--- src/rtl/seq_divider_pkg.sv ---
// Shared types and constants for the iterative restoring divider.
package seq_divider_pkg;

  localparam int BW_DEFAULT = 16;

  typedef enum logic [1:0] {
    IDLE = 2'd0,
    CALC = 2'd1,
    DONE = 2'd2
  } state_t;

endpackage

--- src/rtl/seq_divider_if.sv ---
// Start/busy/done handshake and operand/result bus of the sequential divider.
interface seq_divider_if
  import seq_divider_pkg::*;
#(
  parameter int bw = BW_DEFAULT
);

  logic            start;
  logic [2*bw-1:0] dividend;
  logic [bw-1:0]   divisor;
  logic [2*bw-1:0] quotient;
  logic [bw-1:0]   remainder;
  logic            busy;
  logic            done;
  logic            div_by_zero;

  modport master (
    output start, dividend, divisor,
    input  quotient, remainder, busy, done, div_by_zero
  );

  modport slave (
    input  start, dividend, divisor,
    output quotient, remainder, busy, done, div_by_zero
  );

endinterface

--- src/rtl/seq_divider_restoring_step.sv ---
// One combinational restoring-division step: shift in a dividend bit, trial-subtract.
module div_restoring_step
  import seq_divider_pkg::*;
#(
  parameter int bw = BW_DEFAULT
) (
  input  logic [bw:0]   partial,
  input  logic          din,
  input  logic [bw-1:0] divisor,
  output logic [bw:0]   partial_next,
  output logic          q_bit
);

  logic [bw+1:0] shifted;
  logic [bw+1:0] diff;

  // partial[bw] is always 0 (partial < divisor), so the extra top bit only
  // carries the borrow of the bw+1-bit trial subtraction.
  always_comb begin
    shifted      = {partial, din};
    diff         = shifted - {2'b00, divisor};
    q_bit        = ~diff[bw+1];
    partial_next = q_bit ? diff[bw:0] : shifted[bw:0];
  end

endmodule

--- src/rtl/seq_divider.sv ---
// Iterative restoring unsigned divider: 2*bw-bit dividend / bw-bit divisor, one quotient bit per clock.
module seq_divider
  import seq_divider_pkg::*;
#(
  parameter int bw = BW_DEFAULT
) (
  input logic          CLK,
  input logic          RESETn,
  seq_divider_if.slave bus
);

  localparam int CNT_W = $clog2(2*bw);

  state_t           state, state_n;
  logic [CNT_W-1:0] cnt;
  logic [2*bw-1:0]  dshift;
  logic [2*bw-2:0]  qshift;
  logic [bw-1:0]    dvsr;
  logic [bw:0]      partial;
  logic [bw:0]      partial_next;
  logic             q_bit;
  logic             accept;

  div_restoring_step #(.bw(bw)) u_step (
    .partial      (partial),
    .din          (dshift[2*bw-1]),
    .divisor      (dvsr),
    .partial_next (partial_next),
    .q_bit        (q_bit)
  );

  always_ff @(posedge CLK) begin
    if (!RESETn) state <= IDLE;
    else         state <= state_n;
  end

  always_comb begin
    state_n = state;
    accept  = 1'b0;
    case (state)
      IDLE, DONE: begin
        accept = bus.start;
        if (bus.start)           state_n = (bus.divisor == '0) ? DONE : CALC;
        else if (state == DONE)  state_n = IDLE;
      end
      CALC:    if (cnt == '0) state_n = DONE;
      default: state_n = IDLE;
    endcase
  end

  always_ff @(posedge CLK) begin
    if (!RESETn) begin
      cnt             <= '0;
      dshift          <= '0;
      qshift          <= '0;
      dvsr            <= '0;
      partial         <= '0;
      bus.quotient    <= '0;
      bus.remainder   <= '0;
      bus.busy        <= 1'b0;
      bus.done        <= 1'b0;
      bus.div_by_zero <= 1'b0;
    end else begin
      bus.done <= 1'b0;
      if (accept) begin
        if (bus.divisor == '0) begin
          bus.quotient    <= '1;
          bus.remainder   <= '0;
          bus.div_by_zero <= 1'b1;
          bus.done        <= 1'b1;
          bus.busy        <= 1'b0;
        end else begin
          dshift   <= bus.dividend;
          dvsr     <= bus.divisor;
          partial  <= '0;
          qshift   <= '0;
          cnt      <= CNT_W'(2*bw-1);
          bus.busy <= 1'b1;
        end
      end else if (state == CALC) begin
        partial <= partial_next;
        dshift  <= dshift << 1;
        qshift  <= {qshift[2*bw-3:0], q_bit};
        cnt     <= cnt - 1'b1;
        // Results land in the output registers only on the final step so
        // previous results stay visible for the whole calculation.
        if (cnt == '0) begin
          bus.quotient    <= {qshift, q_bit};
          bus.remainder   <= partial_next[bw-1:0];
          bus.div_by_zero <= 1'b0;
          bus.done        <= 1'b1;
          bus.busy        <= 1'b0;
        end
      end
    end
  end

endmodule

--- src/flat_wrapper.sv ---
// flat-port wrapper written by rule: the top's interface ports become plain ports
module seq_divider_flat import seq_divider_pkg::*;
#(
  parameter int bw = BW_DEFAULT
)
  (CLK, RESETn, bus_start, bus_dividend, bus_divisor, bus_quotient, bus_remainder, bus_busy, bus_done, bus_div_by_zero);
  seq_divider_if #(.bw(bw)) bus_i ();
  input logic CLK;
  input logic RESETn;
  input wire logic [$bits(bus_i.start)-1:0] bus_start;
  input wire logic [$bits(bus_i.dividend)-1:0] bus_dividend;
  input wire logic [$bits(bus_i.divisor)-1:0] bus_divisor;
  output wire logic [$bits(bus_i.quotient)-1:0] bus_quotient;
  output wire logic [$bits(bus_i.remainder)-1:0] bus_remainder;
  output wire logic [$bits(bus_i.busy)-1:0] bus_busy;
  output wire logic [$bits(bus_i.done)-1:0] bus_done;
  output wire logic [$bits(bus_i.div_by_zero)-1:0] bus_div_by_zero;
  assign bus_i.start = bus_start;
  assign bus_i.dividend = bus_dividend;
  assign bus_i.divisor = bus_divisor;
  assign bus_quotient = bus_i.quotient;
  assign bus_remainder = bus_i.remainder;
  assign bus_busy = bus_i.busy;
  assign bus_done = bus_i.done;
  assign bus_div_by_zero = bus_i.div_by_zero;
  seq_divider #(.bw(bw)) u_core (.CLK(CLK), .RESETn(RESETn), .bus(bus_i));
endmodule
--- config.mk ---
export PLATFORM = sky130hd
export DESIGN_NAME = seq_divider_flat
export DESIGN_NICKNAME = d
export VERILOG_FILES = /design/src/rtl/seq_divider_pkg.sv /design/src/rtl/seq_divider_if.sv /design/src/rtl/seq_divider_restoring_step.sv /design/src/rtl/seq_divider.sv /design/src/flat_wrapper.sv
export SDC_FILE = /design/constraint.sdc
export NUM_CORES = 1
export LEC_CHECK = 0
export CAP_MARGIN = 20
export CORE_MARGIN = 1
export CORE_UTILIZATION = 56
export CTS_BUF_LIST = sky130_fd_sc_hd__clkbuf_8
export DETAILED_ROUTE_END_ITERATION = 12
export PLACE_DENSITY = 0.82
export SLEW_MARGIN = 40
export SYNTH_ARGS = -nofsm -noshare
export SYNTH_HDL_FRONTEND = slang
export SYNTH_SLANG_ARGS = --single-unit
--- constraint.sdc ---
create_clock -name CLK -period 3.1 [get_ports CLK]
set_clock_uncertainty 0.2 [all_clocks]
set_input_delay 0.31 -clock CLK [delete_from_list [all_inputs] [get_ports CLK]]
set_output_delay 0.31 -clock CLK [all_outputs]
set_load 0.01 [all_outputs]
==> summary.txt <==
Critical path
  – CP Capture Type: register
  – FF-to-FF path depth: 10
  – Setup crit start kind: register
  – Critical path data arrival time: 3.05 ns
  – Worst Path Class, Setup: reg2reg
  – Worst EP required: 3.27 ns
  – Reg2reg setup slack: 0.22 ns
  – Reg-to-Reg Start: u_core.dvsr[14]
  – Reg2reg end: u_core.bus.remainder[0]
  – Crit Path Max Fanout: 6

Placed design
  – Dpl hpwl: 11810 µm
  – Placed Cells: 1050
  – Pre-CTS WS: 0.2246 ns
  – RePlAce Congestion: 0.8501
  – Port bufs: 101

Timing
  – Final hold slack: 0.2215 ns
  – Max Fclk: 347.2 MHz
  – Setup TNS: 0 ns
  – Final worst-path cycle share: 0.9292
  – Final worst-path setup slack: 0.2196 ns
  – Max Slew Vio Count: 0
  – Final Hold Fails: 0
  – Final-report setup violation count: 0
  – Final min period: 2.880 ns
  – Worst slew pin tran: 0.6699 ns
  – Unrepaired setup endpoints after global routing: false
  – Max-Slew Margin vs Limit: 0.5523

Yosys
  – Ys async rst share: 0
  – Area contributors post-synth: dfxtp_1 (44%), nand2_1 (7.4%), mux2i_1 (6.3%), a21boi_0 (5.7%), o211a_1 (4.4%)
  – Mapped Area: 0.007038 mm²
  – Area leader, netlist: dfxtp_1
  – Post-synthesis sequential area ratio: 0.4380
  – Post-synth EDFFs: 0
  – Syn Nets: 888
  – Cell variety after synth: 55
  – Syn Area/Cell: 8.604 µm²
  – Yosys warnings: 0
  – Post-synth top cells: dfxtp_1 (154), nand2_1 (139), a21boi_0 (53)
  – FF+latch count, synth: 154
  – Predominant post-synthesis flop cell: dfxtp_1
  – Top-count cell post-synth: dfxtp_1
  – Synth Instances: 818
  – Post-synth top area share: 0.4380

Floorplan
  – Die Wd: 114.1 µm
  – Die footprint: 0.01302 mm²
  – Core Region: 0.01211 mm²
  – Starting Density: 0.5811
  – Ports: 102
  – Chip Height: 114.1 µm
  – Rows: 40

Cells and area
  – Cell Count, Final, Fillers Out: 1083
  – Sequential cell area: 0.003083 mm²
  – Share of layout cells above drive strength 1: 0.06557
  – Final nets: 973
  – Area growth syn-to-layout: 22.17%
  – Multi-input gate area: 0.003654 mm²
  – Fill count: 961
  – Diodes inserted: 0

GRT
  – Global-route wire length before repair: 28190 µm
  – Vias in the first global route: 5927
  – Largest net degree at the start of global routing: 77
  – Initial antenna violation count: 0
  – Global-route usage over all layers: 0.2743
  – GR Overflow Total: 0

Routing
  – WL per Instance: 15.79 µm
  – Antenna-violating nets left: 0
  – Post-route DRC: 0
  – Wirelength, routed: 17100 µm
  – Iter 0 DRT Violations: 461
  – Total number of vias: 6168
  – Routed vias/inst: 5.695
  – TritonRoute pass-1 iters: 5

Clock tree
  – H-tree Lvls: 4
  – Reg clk slew, reported paths: 0.08 ns
  – Clock root buffer master: clkbuf_8
  – Clk_lat worst skew: 0.45 ns
  – Num CTS Buffers: 17
  – Bufs on Longest Clock Path: 2
  – CTS tree: built
  – Clock sinks: 154

Status
  – Status: finished clean

Worst hold path
  – Hold path start: bus_dividend[0]
  – Hold path cells: 3
  – Hold endpoint: u_core.dshift[0]
  – Worst hold-check path type: in2reg

Pwr
  – VDD IR-drop max: 0.3991 mV
  – Total power: 0.005945 W
  – Cell internal pwr: 0.003892 W
  – Comb pwr share: 0.376
  – Switching Fraction: 0.3452
  – Register share of total power: 0.380
  – Clk network pwr share: 0.244
  – Leakage: 3.606 nW
  – Switching pwr: 0.002052 W
  – P per Cell Area: 691.4 mW/mm²

Run
  – Max cap viols: 0
-- placed cells by master, fill, tap and decap left out, types with 19 or more instances in the layout --
| cell | n |
|---|---|
| a21boi_0 | 53 |
| buf_4 | 20 |
| clkbuf_8 | 19 |
| clkdlybuf4s50_1 | 100 |
| dfxtp_1 | 154 |
| inv_1 | 30 |
| mux2i_1 | 43 |
| nand2_1 | 137 |
| nand3_1 | 33 |
| nor2_1 | 44 |
| nor3_1 | 33 |
| o211a_1 | 31 |
| o21ai_0 | 40 |
| o21ai_1 | 27 |
-- through the flow --
step	utilization	area [µm²]
global placement	0.6775	8205
floorplan	-	7038
finish	0.7099	8598
detailed placement	0.6775	8205
global route	0.7099	8598
CTS	0.7090	8587
-- cells by family (layout without fill, tap and decap cells) --
family | after synthesis | count (layout) | share of synthesized area
buf+inv | 82 | 179 | 0.04587
fa+ha+maj | 19 | 19 | 0.03485
flops | 154 | 154 | 0.4380
simple gates | 286 | 286 | 0.1778
mux | 46 | 46 | 0.06578
compound gates | 216 | 216 | 0.2180
xor+xnor | 15 | 15 | 0.01973
-- routing by layer --
layer / wire length (µm) / part of all wire / GRT usage / vias to the layer above
met5: 0 / 0 / 0 / -
met4: 438 / 0.026 / 0.1221 / 0
met3: 837 / 0.049 / 0.06776 / 30
met2: 8290 / 0.48 / 0.4489 / 151
met1: 7537 / 0.44 / 0.3430 / 2959
li1: - / - / - / 3028
-- what timing repair did --
action / in CTS / in global routing
setup buffers: 0 / 1
endpoints found under the setup margin: 0 / 5
hold buffers: 1 / 0
endpoints found under the hold margin: 2 / 0
resized for setup: 0 / 1
-- flip-flops by register name, summed over array words and instances (netlist names) --
name,count
u_core.bus.busy,1
u_core.partial,17
u_core.state,2
u_core.bus.remainder,16
u_core.bus.div_by_zero,1
u_core.cnt,5
u_core.bus.done,1
u_core.dvsr,16
u_core.dshift,32
u_core.qshift,31
u_core.bus.quotient,32
-- worst max path at each step --
stage,cells past startpoint,end,start
after floorplan,10,u_core.partial[1],u_core.dvsr[14]
after global placement,10,u_core.partial[4],u_core.dvsr[14]
after detailed placement,10,u_core.partial[4],u_core.dvsr[14]
after CTS,10,u_core.bus.remainder[0],u_core.dvsr[14]
after global routing,10,u_core.partial[0],u_core.dvsr[12]
final,10,u_core.bus.remainder[0],u_core.dvsr[14]
-- power by group through the flow --
stage / logic (W) / registers, W / clock network [W]
final: 0.00224 / 0.00226 / 0.00145
after CTS: 0.00219 / 0.00226 / 0.00147
after detailed placement: 0.00216 / 0.00230 / 0
after floorplan: 0.00162 / 0.00228 / 0
after global placement: 0.00213 / 0.00229 / 0
after global routing: 0.00244 / 0.00228 / 0.00156
-- worst max-delay path: stages, from the launching register on --
cell,delay [ns]
dfxtp_1,0.34
inv_1,0.05
ha_1,0.34
a21o_1,0.26
a211oi_4,0.28
a21boi_0,0.23
o21bai_2,0.17
xor2_2,0.23
buf_4,0.20
mux2_1,0.36
o21ai_1,0.13
-- layout make-up --
cell class,instances,area share
multi-input combinational,582,0.4249
sequential,154,0.3586
timing repair buffer,123,0.1380
clock buffer,19,0.03041
tap,168,0.02445
clock inverter,12,0.01281
inverter,25,0.01091
Note: power is estimated with default switching activity, not from simulation.
